File: config.mk
export PLATFORM = sky130hd
export DESIGN_NAME = id_ex_stage
export DESIGN_NICKNAME = d
export VERILOG_FILES = /design/src/rtl/id_ex_stage.sv
export SDC_FILE = /design/constraint.sdc
export NUM_CORES = 1
export LEC_CHECK = 0
export BUFFER_PORTS_ARGS = -buffer_cell sky130_fd_sc_hd__buf_2
export CAP_MARGIN = 20
export CORE_ASPECT_RATIO = 0.9
export CORE_MARGIN = 2
export CORE_UTILIZATION = 25
export DETAILED_ROUTE_END_ITERATION = 12
export GPL_ROUTABILITY_DRIVEN = 0
export PLACE_DENSITY = 0.58
export RECOVER_POWER = 50
export REMOVE_ABC_BUFFERS = 1
export SLEW_MARGIN = 20
export SYNTH_ARGS = -nofsm -noshare
export SYNTH_HDL_FRONTEND = slang
export SYNTH_SLANG_ARGS = --single-unit
File: constraint.sdc
create_clock -name clk -period 2.37 [get_ports clk]
set_input_delay 0.1185 -clock clk [delete_from_list [all_inputs] [get_ports clk]]
set_output_delay 0.1185 -clock clk [all_outputs]
set_load 0.02 [all_outputs]
File: src/rtl/id_ex_stage.sv
// ID/EX pipeline register with load-use hazard detection and decode handshake.
// Optional stall cycle counter is built only when PERF_CNT_EN is defined.
module id_ex_stage (
   input  logic        clk,
   input  logic        reset,
   input  logic        id_valid,
   output logic        id_ready,
   input  logic [12:0] id_ctrl,
   input  logic [31:0] id_rs_data,
   input  logic [31:0] id_rt_data,
   input  logic [31:0] id_imm,
   input  logic [31:0] id_pc4,
   input  logic [4:0]  id_rs,
   input  logic [4:0]  id_rt,
   input  logic [4:0]  id_rd,
   input  logic        flush,
   input  logic        ex_ready,
   output logic        ex_valid,
   output logic [12:0] ex_ctrl,
   output logic [31:0] ex_rs_data,
   output logic [31:0] ex_rt_data,
   output logic [31:0] ex_imm,
   output logic [31:0] ex_pc4,
   output logic [4:0]  ex_rs,
   output logic [4:0]  ex_rt,
   output logic [4:0]  ex_rd,
   output logic        load_use_stall
`ifdef PERF_CNT_EN
   ,
   output logic [15:0] stall_count
`endif
);

   // state | meaning
   // EMPTY | no instruction held, ex_ctrl forced to 0
   // FULL  | instruction held for the execute stage
   typedef enum logic {EMPTY = 1'b0, FULL = 1'b1} state_t;

   state_t      state_q, state_d;
   logic [12:0] ctrl_q, ctrl_d;
   logic [31:0] rs_data_q, rs_data_d;
   logic [31:0] rt_data_q, rt_data_d;
   logic [31:0] imm_q, imm_d;
   logic [31:0] pc4_q, pc4_d;
   logic [4:0]  rs_q, rs_d;
   logic [4:0]  rt_q, rt_d;
   logic [4:0]  rd_q, rd_d;
   logic        take;

   assign load_use_stall = (state_q == FULL) & ctrl_q[6] & (rt_q != 5'd0) & id_valid &
                           ((rt_q == id_rs) | (rt_q == id_rt));
   assign id_ready = ((state_q == EMPTY) | ex_ready) & ~load_use_stall & ~flush;
   assign take     = id_valid & id_ready;

   always_comb begin
      state_d   = state_q;
      ctrl_d    = ctrl_q;
      rs_data_d = rs_data_q;
      rt_data_d = rt_data_q;
      imm_d     = imm_q;
      pc4_d     = pc4_q;
      rs_d      = rs_q;
      rt_d      = rt_q;
      rd_d      = rd_q;
      if (flush) begin
         state_d = EMPTY;
         ctrl_d  = '0;
      end else if (take) begin
         state_d   = FULL;
         ctrl_d    = id_ctrl;
         rs_data_d = id_rs_data;
         rt_data_d = id_rt_data;
         imm_d     = id_imm;
         pc4_d     = id_pc4;
         rs_d      = id_rs;
         rt_d      = id_rt;
         rd_d      = id_rd;
      end else if ((state_q == FULL) && ex_ready) begin
         // covers both a plain drain and a load-use bubble
         state_d = EMPTY;
         ctrl_d  = '0;
      end
   end

   always_ff @(posedge clk) begin
      if (reset) begin
         state_q   <= EMPTY;
         ctrl_q    <= '0;
         rs_data_q <= '0;
         rt_data_q <= '0;
         imm_q     <= '0;
         pc4_q     <= '0;
         rs_q      <= '0;
         rt_q      <= '0;
         rd_q      <= '0;
      end else begin
         state_q   <= state_d;
         ctrl_q    <= ctrl_d;
         rs_data_q <= rs_data_d;
         rt_data_q <= rt_data_d;
         imm_q     <= imm_d;
         pc4_q     <= pc4_d;
         rs_q      <= rs_d;
         rt_q      <= rt_d;
         rd_q      <= rd_d;
      end
   end

   assign ex_valid   = (state_q == FULL);
   assign ex_ctrl    = ctrl_q;
   assign ex_rs_data = rs_data_q;
   assign ex_rt_data = rt_data_q;
   assign ex_imm     = imm_q;
   assign ex_pc4     = pc4_q;
   assign ex_rs      = rs_q;
   assign ex_rt      = rt_q;
   assign ex_rd      = rd_q;

`ifdef PERF_CNT_EN
   logic [15:0] stall_count_q, stall_count_d;

   always_comb begin
      stall_count_d = stall_count_q;
      if (load_use_stall && (stall_count_q != 16'hFFFF))
         stall_count_d = stall_count_q + 16'd1;
   end

   always_ff @(posedge clk) begin
      if (reset) stall_count_q <= '0;
      else       stall_count_q <= stall_count_d;
   end

   assign stall_count = stall_count_q;
`endif

endmodule

==> impl_metrics.py, run 1 <==
metrics = {
    "hold_path": {
        "hold_path_depth": 5,
        "hold_path_end": "ex_ctrl[11]$_SDFFE_PP0P_",
        "hold_path.class": "primary input to flip-flop",
        "hold_start": "ex_ready",
    },
    "pwr": {
        "leakagePower_nw": 4.425,
        "finalPower_w": 0.007028,
        "power_density_nw_per_um2": 633.7,
        "ir_drop_uv": 449.4,
    },
    "critical_path": {
        "path_buf_inv": 1,
        "cp_slowest_cell": "or4_1",
        "max_stage_delay_ns": 0.56,
        "cp_data_arrival_time_ns": 2.49,
        "crit_path_start_kind": "flip-flop",
        "cp_top_family": "simple AND/OR/NAND/NOR gates",
        "endpoint_kind": "flip-flop",
        "crit_chain": "or4_1 -> o2111ai_2 -> o211a_4 -> buf_12 -> mux2i_1",
        "cp_max_fo": 55,
        "reg2reg_from": "ex_rt[0]$_SDFFE_PP0P_",
        "reg2reg_to": "ex_ctrl[1]$_SDFFE_PP0P_",
        "worstRegToRegCells": 5,
        "rrSetupSlack_ns": 0.22,
        "required_ns": 2.71,
        "worst-setup-path-type": "flip-flop to flip-flop",
    },
    "cts": {
        "cts.sinks": 157,
        "cts_setup_buffers": 0,
        "htree_levels": 4,
        "ctsResizeCount": 0,
        "clock_path_buffers": 2,
        "cts_tree": "yes",
        "clock_latency_ns": 0.42,
        "numCtsBuffers": 17,
        "clock_tree.root_cell": "clkbuf_16",
        "path_clk_slew_ns": 0.07,
    },
    "global_route": {
        "globalRouteTotalUtil_pct": 12.87,
        "grt-ovfl-total": 0,
        "grt_max_degree": 100,
        "grt_pass1_wl_microns": 31600,
        "antenna_found_initial": 0,
        "first_global_vias": 6391,
    },
    "sta": {
        "setup_viol": 0,
        "max_freq_mhz": 464.5,
        "slew_violations": 0,
        "hold_viol": 0,
        "timing.slew.headroom_pct": 63.30,
        "max_slew.worst_pin.slew_ns": 0.5505,
        "whs_ns": 0.2323,
        "fin_skew_ns": 0.009181,
        "fin_crit_sh_pct": 90.84,
        "fin_crit_ns": 2.153,
        "setup_slack_ns": 0.2171,
        "rsz0062_at_grt": "false",
    },
    "drt": {
        "avgRoutedWirePerCell_microns": 12.91,
        "finalWirelength_microns": 19860,
        "via_count": 6198,
        "drcViolationCount": 0,
        "dr.pass1.iters": 4,
        "viasPerCell": 4.030,
        "drt_iter0_drc": 128,
        "ant_nets": 0,
    },
    "final_layout": {
        "regArea_sq_um": 3143,
        "diodes": 0,
        "multi_input_area_sq_um": 3681,
        "fillers": 2923,
        "layout-drive-gt1-share_pct": 17.75,
        "syn_to_final_growth_pct": 52.82,
        "finish.instance_area_sq_um": 11090,
        "finalNetCount": 1320,
    },
    "logic_synthesis": {
        "synth.avg_cell_area_sq_um": 10.34,
        "syn_area_sq_um": 7258,
        "yosysUniqueCellTypes": 19,
        "yosysSeqAreaShare_pct": 43.30,
        "synth_seq_cells": 157,
        "syn_inst": 702,
        "yosysWarnings": 0,
    },
    "place": {
        "placed_cell_area_sq_um": 9057,
        "dp_hpwl_microns": 12810,
        "dp_slack_ns": 0.2621,
        "port_buffers": 319,
    },
    "job": {
        "max_cap_violations": 0,
    },
    "floorplanning": {
        "rows": 59,
        "die_h_microns": 165.6,
        "die_area_sq_um": 30410,
        "die_w_microns": 183.6,
        "initial_core_util_pct": 25.28,
        "io_pins": 320,
        "coreArea_sq_um": 28720,
    },
    "run_status": {
        "status": "finished, final reports clean",
    },
}
==> sequential cells by signal, summed over array words and instances, names as in the netlist <==
name / flops
ex_ctrl: 13
ex_imm: 32
ex_pc4: 32
ex_rd: 5
ex_rs: 5
ex_rs_data: 32
ex_rt: 5
ex_rt_data: 32
ex_valid: 1
==> final cells by class <==
| type | count | area share (%) |
|---|---|---|
| multi-input combinational | 493 | 33.19 |
| timing repair buffer | 490 | 28.49 |
| clock inverter | 11 | 1.703 |
| clock buffer | 21 | 4.151 |
| tap | 366 | 4.129 |
| sequential | 157 | 28.34 |
==> per-layer routing <==
metal | track usage, % | share of wire, %
met1 | 14.36 | 43
met2 | 22.53 | 48
met3 | 4.507 | 7.2
met4 | 4.591 | 1.8
met5 | 0 | 0
==> cell usage after synthesis <==
master       n  area, sq um
a211oi_1     2        15.01
a22oi_1      1        7.510
buf_12      12        240.2
buf_4        1        7.510
buf_6        1        11.26
buf_8        4        60.06
clkbuf_1    34        127.6
dfxtp_1    157         3143
mux2i_1    156         1562
nand2_1     13        48.80
nand2b_1   300         1877
nor2_1       3        11.26
nor2b_1      2        12.51
nor3_1       2        10.01
o2111ai_2    1        15.01
o211a_1      1        10.01
o21ai_0      1        5.000
or4_1        1        7.510
xor2_1      10        87.58
==> stage by stage <==
step	TNS [ns]	instances	utilization (%)
global route	0	1538	38.63
detailed placement	0	1348	31.54
finish	0	1538	38.63
global placement	0	1348	31.54
CTS	0	1538	39.31
floorplan	-595.04	650	-
==> worst max-delay path by stage <==
stage | from | endpoint | slack [ns] | cells after the start
detailed placement | ex_rt[0]$_SDFFE_PP0P_ | ex_rs_data[6]$_SDFFE_PP0P_ | 0.26 | 5
global route | ex_rt[0]$_SDFFE_PP0P_ | id_ready | 0.08 | 5
global placement | ex_rt[0]$_SDFFE_PP0P_ | ex_rs_data[16]$_SDFFE_PP0P_ | 0.32 | 5
CTS | ex_rt[0]$_SDFFE_PP0P_ | ex_ctrl[1]$_SDFFE_PP0P_ | 0.22 | 5
finish | ex_rt[0]$_SDFFE_PP0P_ | ex_ctrl[1]$_SDFFE_PP0P_ | 0.22 | 5
floorplan | ex_rt[0]$_SDFFE_PP0P_ | ex_ctrl[0]$_SDFFE_PP0P_ | -3.81 | 4
==> placed cells by master, fill, tap and decap left out <==
cell and count:
clkbuf_8 2, buf_6 1, nand2_1 13, mux2i_1 156, bufinv_16 5, a211oi_2 1, o2111ai_2 1, buf_2 161
nand2b_1 300, o21ai_0 1, clkinv_4 1, clkbuf_16 17, buf_12 6, nor2b_1 2, buf_4 7, clkinvlp_4 2
clkbuf_1 159, or4_1 1, a22oi_1 1, nor2_1 3, dlygate4sd3_1 158, dfxtp_1 157, a211oi_1 1, nor3_1 2
o211a_4 1, xor2_1 10, clkinv_2 3
==> cells by family (layout without fill, tap and decap cells) <==
| family | after synthesis | in the layout | synth area share (%) |
|---|---|---|---|
| buffers and inverters | 52 | 522 | 6.154 |
| flip-flops | 157 | 157 | 43.30 |
| multiplexers | 156 | 156 | 21.51 |
| AND/OR/NAND/NOR | 321 | 321 | 27.10 |
| AO/OA/AOI/OAI | 6 | 6 | 0.7239 |
| XOR/XNOR | 10 | 10 | 1.207 |
==> timing repair <==
item,CTS,global route
endpoints found under the setup margin,0,0
hold buffers,158,0
hold endpoints to repair,157,0
==> report_power, final <==
group          switching (W)  internal (W)
clock                0.00114       0.00192
combinational       0.000542      0.000570
sequential         0.0000772       0.00277
==> tightest hold or removal path: cells and delay by family <==
kind / cells / cell delay (ns)
multiplexers: 1 / 0.05
buffers and inverters: 2 / 0.29
AO/OA/AOI/OAI: 1 / 0.06
AND/OR/NAND/NOR: 1 / 0.08
No activity file was read; power rests on OpenSTA's default activity.
==> run 2, diff against run 1 <==
--- a/config.mk
+++ b/config.mk
@@ -12,7 +12,7 @@
 export CORE_UTILIZATION = 25
 export DETAILED_ROUTE_END_ITERATION = 12
 export GPL_ROUTABILITY_DRIVEN = 0
-export PLACE_DENSITY = 0.58
+export PLACE_DENSITY = 0.57
 export RECOVER_POWER = 50
 export REMOVE_ABC_BUFFERS = 1
 export SLEW_MARGIN = 20
==> run 2 against run 1 <==
Net effect: die area did not move; largest cell class unchanged; worst setup slack got worse by 0.010 ns; combinational power barely moved; non-clock buffer count fell by 6.
==> impl_metrics.py, run 2 (synthesis results as in run 1) <==
metrics = {
    "run_status": {
        "status": "finished, final reports clean",
    },
    "critical_path": {
        "crit_path_start_kind": "flip-flop",
        "cp_data_arrival_time_ns": 2.04,
        "cp_max_fo": 5,
        "max_stage_delay_ns": 0.55,
        "required_ns": 2.25,
        "rrSetupSlack_ns": 0.27,
        "worst-setup-path-type": "flip-flop to output pin",
        "endpoint_kind": "output pin",
        "crit_chain": "or4_1 -> o2111ai_2 -> nor2_1 -> nor2b_1 -> buf_2",
        "worstRegToRegCells": 5,
        "cp_slowest_cell": "or4_1",
    },
    "hold_path": {
        "hold_path.class": "primary input to flip-flop",
        "hold_path_depth": 3,
    },
    "drt": {
        "ant_nets": 0,
        "avgRoutedWirePerCell_microns": 13.11,
        "drt_iter0_drc": 154,
        "viasPerCell": 4.023,
        "finalWirelength_microns": 20090,
        "via_count": 6163,
        "dr.pass1.iters": 4,
        "drcViolationCount": 0,
    },
    "sta": {
        "hold_viol": 0,
        "timing.slew.headroom_pct": 73.12,
        "max_slew.worst_pin.slew_ns": 0.4032,
        "rsz0062_at_grt": "false",
        "fin_skew_ns": 0.01046,
        "max_freq_mhz": 462.3,
        "slew_violations": 0,
        "fin_crit_sh_pct": 91.28,
        "setup_viol": 0,
        "fin_crit_ns": 2.163,
    },
    "floorplanning": {
        "die_area_sq_um": 30410,
        "initial_core_util_pct": 25.28,
        "rows": 59,
        "die_h_microns": 165.6,
        "io_pins": 320,
        "coreArea_sq_um": 28720,
        "die_w_microns": 183.6,
    },
    "cts": {
        "clock_tree.root_cell": "clkbuf_16",
        "cts_tree": "yes",
        "clock_latency_ns": 0.42,
        "path_clk_slew_ns": 0.06,
        "ctsResizeCount": 0,
        "clock_path_buffers": 2,
        "cts.sinks": 157,
        "numCtsBuffers": 17,
        "htree_levels": 4,
    },
    "global_route": {
        "grt-ovfl-total": 0,
        "grt_max_degree": 129,
        "grt_pass1_wl_microns": 31790,
        "antenna_found_initial": 2,
        "first_global_vias": 6291,
        "globalRouteTotalUtil_pct": 13.00,
    },
    "final_layout": {
        "final_cells": 1532,
        "finish.instance_area_sq_um": 11000,
        "finalNetCount": 1314,
        "syn_to_final_growth_pct": 51.52,
        "layout_common_cells": "300 x nand2b_1, 161 x clkbuf_1, 161 x buf_2",
        "layout_commonest_cell": "nand2b_1",
        "layout-drive-gt1-share_pct": 17.18,
    },
    "place": {
        "port_buffers": 319,
        "placed_cell_area_sq_um": 9060,
        "dp_cells": 1344,
        "dp_hpwl_microns": 12970,
    },
    "pwr": {
        "leakagePower_nw": 4.367,
        "ir_drop_uv": 502.8,
        "power_density_nw_per_um2": 609.2,
    },
    "job": {
        "max_cap_violations": 0,
    },
}
-- run 2: final timing paths --
kind                                start                      end
hold / removal                 id_ctrl[9]  ex_ctrl[9]$_SDFFE_PP0P_
setup reg to reg    ex_rt[0]$_SDFFE_PP0P_  ex_imm[22]$_SDFFE_PP0P_
setup / recovery    ex_rt[0]$_SDFFE_PP0P_                 id_ready
hold reg to reg   ex_ctrl[0]$_SDFFE_PP0P_  ex_ctrl[0]$_SDFFE_PP0P_
-- run 2: where the power goes --
group	total, W	internal (W)	leakage [nW]	switching [W]
Clock	0.00274	0.00163	0.276	0.00111
Combinational	0.00111	0.000568	2.81	0.000545
Sequential	0.00285	0.00277	1.28	0.0000767
Total	0.00670	0.00497	4.37	0.00173
-- run 2: worst max-delay path, delay by kind of cell, from the launching register on --
kind	cells	cell delay, ns
flops	1	0.35
compound gates	1	0.23
simple gates	3	0.83
buf+inv	1	0.21
-- run 2: layout make-up --
class | instances | area (sq um)
Antenna cell | 2 | 5.005
Fill cell | 2877 | 17720
Multi-Input combinational cell | 493 | 3689
Timing Repair Buffer | 484 | 3136
Tap cell | 366 | 457.9
Clock buffer | 24 | 481.7
Sequential cell | 157 | 3143
Clock inverter | 6 | 86.33
-- run 2: stage by stage --
stage	TNS, ns	util [%]	hold slack [ns]	total power [W]	worst slack [ns]
6_report	0	38.30	0.02326	0.006701	0.2067
5_1_grt	0	38.29	0.01992	0.007030	0.05219
4_1_cts	0	38.97	0.004153	0.006868	0.1667
3_5_place_dp	0	31.55	0.3596	0.003853	0.2746
3_3_place_gp	0	31.55	0.3591	0.003845	0.3143
2_1_floorplan	-595.04	-	0.1913	0.003493	-3.814
-- run 2: routing by layer --
| layer | vias to the layer above | track usage, % | wire length (microns) |
|---|---|---|---|
| li1 | 3161 | - | - |
| met1 | 2778 | 15.43 | 8962 |
| met2 | 204 | 22.05 | 9348 |
| met3 | 20 | 4.332 | 1444 |
| met4 | 0 | 4.139 | 336 |
| met5 | - | 0 | 0 |
-- run 2: repair_timing --
| item | in CTS | in global routing |
|---|---|---|
| setup buffers | 0 | 0 |
| hold endpoints to repair | 156 | 0 |
| hold buffers | 156 | 0 |
==> run 3, diff against run 2 <==
--- a/config.mk
+++ b/config.mk
@@ -7,12 +7,16 @@
 export LEC_CHECK = 0
 export BUFFER_PORTS_ARGS = -buffer_cell sky130_fd_sc_hd__buf_2
 export CAP_MARGIN = 20
+export CELL_PAD_IN_SITES_DETAIL_PLACEMENT = 1
+export CELL_PAD_IN_SITES_GLOBAL_PLACEMENT = 2
 export CORE_ASPECT_RATIO = 0.9
 export CORE_MARGIN = 2
 export CORE_UTILIZATION = 25
+export CTS_CLUSTER_SIZE = 8
 export DETAILED_ROUTE_END_ITERATION = 12
 export GPL_ROUTABILITY_DRIVEN = 0
-export PLACE_DENSITY = 0.57
+export GPL_TIMING_DRIVEN = 1
+export PLACE_DENSITY = 0.82
 export RECOVER_POWER = 50
 export REMOVE_ABC_BUFFERS = 1
 export SLEW_MARGIN = 20
==> run 3 against run 2 <==
Net effect: worst hold slack lost 0.0053 ns; global-route usage increased by 1.9 points; worst setup slack gained 0.013 ns; first-iteration DRC count increased by 3.2%; critical path depth grew 1; register-to-register slack got worse by 0.05 ns; clock skew increased by 0.0044 ns; largest cell class unchanged.
==> impl_metrics.py, run 3 (synthesis results as in run 1) <==
metrics = {
    "run_status": {
        "status": "finished, final reports clean",
    },
    "hold_path": {
        "hold_path.class": "primary input to flip-flop",
        "hold_path_depth": 3,
        "hold_start": "id_rt_data[18]",
        "hold_path_end": "ex_rt_data[18]$_SDFFE_PP0P_",
    },
    "sta": {
        "whs_ns": 0.01793,
        "timing.slew.headroom_pct": 62.94,
        "fin_crit_ns": 2.150,
        "fin_skew_ns": 0.01482,
        "setup_viol": 0,
        "max_freq_mhz": 465.1,
        "slew_violations": 0,
        "hold_viol": 0,
        "rsz0062_at_grt": "false",
        "fin_setup_tns_ns": 0,
        "fin_crit_sh_pct": 90.73,
        "setup_slack_ns": 0.2197,
        "max_slew.worst_pin.slew_ns": 0.5548,
    },
    "place": {
        "port_buffers": 319,
        "placed_cell_area_sq_um": 9125,
        "dp_slack_ns": 0.2660,
        "dp_hpwl_microns": 14940,
    },
    "critical_path": {
        "reg2reg_from": "ex_rt[0]$_SDFFE_PP0P_",
        "required_ns": 2.70,
        "crit_chain": "or4_1 -> o2111ai_2 -> o211a_4 -> buf_12 -> buf_12 -> mux2i_1",
        "crit_path_start_kind": "flip-flop",
        "cp_max_fo": 23,
        "cp_top_family": "simple AND/OR/NAND/NOR gates",
        "endpoint_kind": "flip-flop",
        "path_common_cell": "buf_12",
        "max_stage_delay_ns": 0.55,
        "cp_slowest_cell": "or4_1",
        "path_buf_inv": 2,
        "reg2reg_to": "ex_pc4[6]$_SDFFE_PP0P_",
        "worstRegToRegCells": 6,
        "cp_data_arrival_time_ns": 2.48,
        "critical_path_depth": 6,
        "rrSetupSlack_ns": 0.22,
        "worst-setup-path-type": "flip-flop to flip-flop",
    },
    "drt": {
        "ant_nets": 0,
        "drt_iter0_drc": 159,
        "viasPerCell": 4.185,
        "dr.pass1.iters": 4,
        "avgRoutedWirePerCell_microns": 15.06,
        "via_count": 6440,
        "finalWirelength_microns": 23180,
        "drcViolationCount": 0,
    },
    "global_route": {
        "grt-ovfl-total": 0,
        "antenna_found_initial": 0,
        "first_global_vias": 7037,
        "grt_pass1_wl_microns": 36370,
        "grt_max_degree": 154,
        "globalRouteTotalUtil_pct": 14.88,
    },
    "job": {
        "max_cap_violations": 0,
    },
    "cts": {
        "path_clk_slew_ns": 0.07,
        "cts_setup_buffers": 0,
        "cts_tree": "yes",
        "htree_levels": 4,
        "numCtsBuffers": 17,
        "cts.sinks": 157,
        "clock_path_buffers": 2,
        "clock_tree.root_cell": "clkbuf_16",
        "clock_latency_ns": 0.43,
    },
    "final_layout": {
        "finish.instance_area_sq_um": 11070,
        "layout-drive-gt1-share_pct": 18.33,
        "layout_commonest_cell": "nand2b_1",
        "finalNetCount": 1321,
        "syn_to_final_growth_pct": 52.56,
        "layout_common_cells": "300 x nand2b_1, 161 x buf_2, 157 x dfxtp_1, 157 x clkbuf_1, 156 x mux2i_1",
        "diodes": 0,
    },
    "floorplanning": {
        "io_pins": 320,
        "die_w_microns": 183.6,
        "initial_core_util_pct": 25.28,
        "die_h_microns": 165.6,
        "rows": 59,
        "die_area_sq_um": 30410,
        "coreArea_sq_um": 28720,
    },
    "pwr": {
        "ir_drop_uv": 508.0,
        "power_density_nw_per_um2": 615.9,
        "leakagePower_nw": 4.419,
    },
}
-- run 3: cell types whose count changed in the layout (fill, tap and decap cells not counted), moves of 2 or more --
cell           previous run  this run
inv_6                     0         4
clkbuf_1                161       157
clkinv_2                  2         0
clkinv_4                  1         6
diode_2                   2         0
dlygate4sd3_1           156       154
buf_4                     1         8
-- run 3: cell type report --
type | count | area (sq um)
Fill cell | 3392 | 17640
Multi-Input combinational cell | 493 | 3681
Timing Repair Buffer | 491 | 3199
Sequential cell | 157 | 3143
Clock buffer | 20 | 466.7
Tap cell | 366 | 457.9
Clock inverter | 12 | 125.1
-- run 3: what timing repair did --
item                                    in CTS  in global routing
gates resized for setup                      0                  0
endpoints found under the setup margin       0                  0
hold endpoints to repair                   154                  0
hold buffers                               154                  0
-- run 3: how the worst max path moves through the flow --
| stage | start | endpoint | slack, ns |
|---|---|---|---|
| 4_1_cts | ex_rt[0]$_SDFFE_PP0P_ | ex_rd[0]$_SDFFE_PP0P_ | 0.24 |
| 3_5_place_dp | ex_rt[0]$_SDFFE_PP0P_ | ex_pc4[31]$_SDFFE_PP0P_ | 0.27 |
| 2_1_floorplan | ex_rt[0]$_SDFFE_PP0P_ | ex_ctrl[0]$_SDFFE_PP0P_ | -3.81 |
| 5_1_grt | ex_rt[0]$_SDFFE_PP0P_ | ex_rt_data[24]$_SDFFE_PP0P_ | 0.08 |
| 6_report | ex_rt[0]$_SDFFE_PP0P_ | ex_pc4[6]$_SDFFE_PP0P_ | 0.22 |
| 3_3_place_gp | ex_rt[0]$_SDFFE_PP0P_ | ex_rs_data[14]$_SDFFE_PP0P_ | 0.32 |
-- run 3: worst reg2reg max path, cell delays in order (launching register included) --
cell and delay, ns:
dfxtp_1 0.36, or4_1 0.55, o2111ai_2 0.24, o211a_4 0.22, buf_12 0.21, buf_12 0.24, mux2i_1 0.25
-- run 3: where the power goes --
part	switching (W)	internal [W]
registers	0.0000814	0.00277
logic	0.000567	0.000579
clock network	0.00126	0.00156
-- run 3: metrics by stage --
stage          util (%)  power (W)  std cells
6_report          38.56   0.006820       1539
5_1_grt           38.56   0.007154       1539
4_1_cts           39.21   0.006973       1538
3_5_place_dp      31.78   0.003881       1352
3_3_place_gp      31.78   0.003861       1352
2_1_floorplan         -   0.003493        650
-- run 3: routing by layer --
metal  GRT usage [%]  routed length [microns]
met1           16.92                     9828
met2           26.14                    11350
met3           4.661                     1528
met4           5.183                      478
met5               0                        0
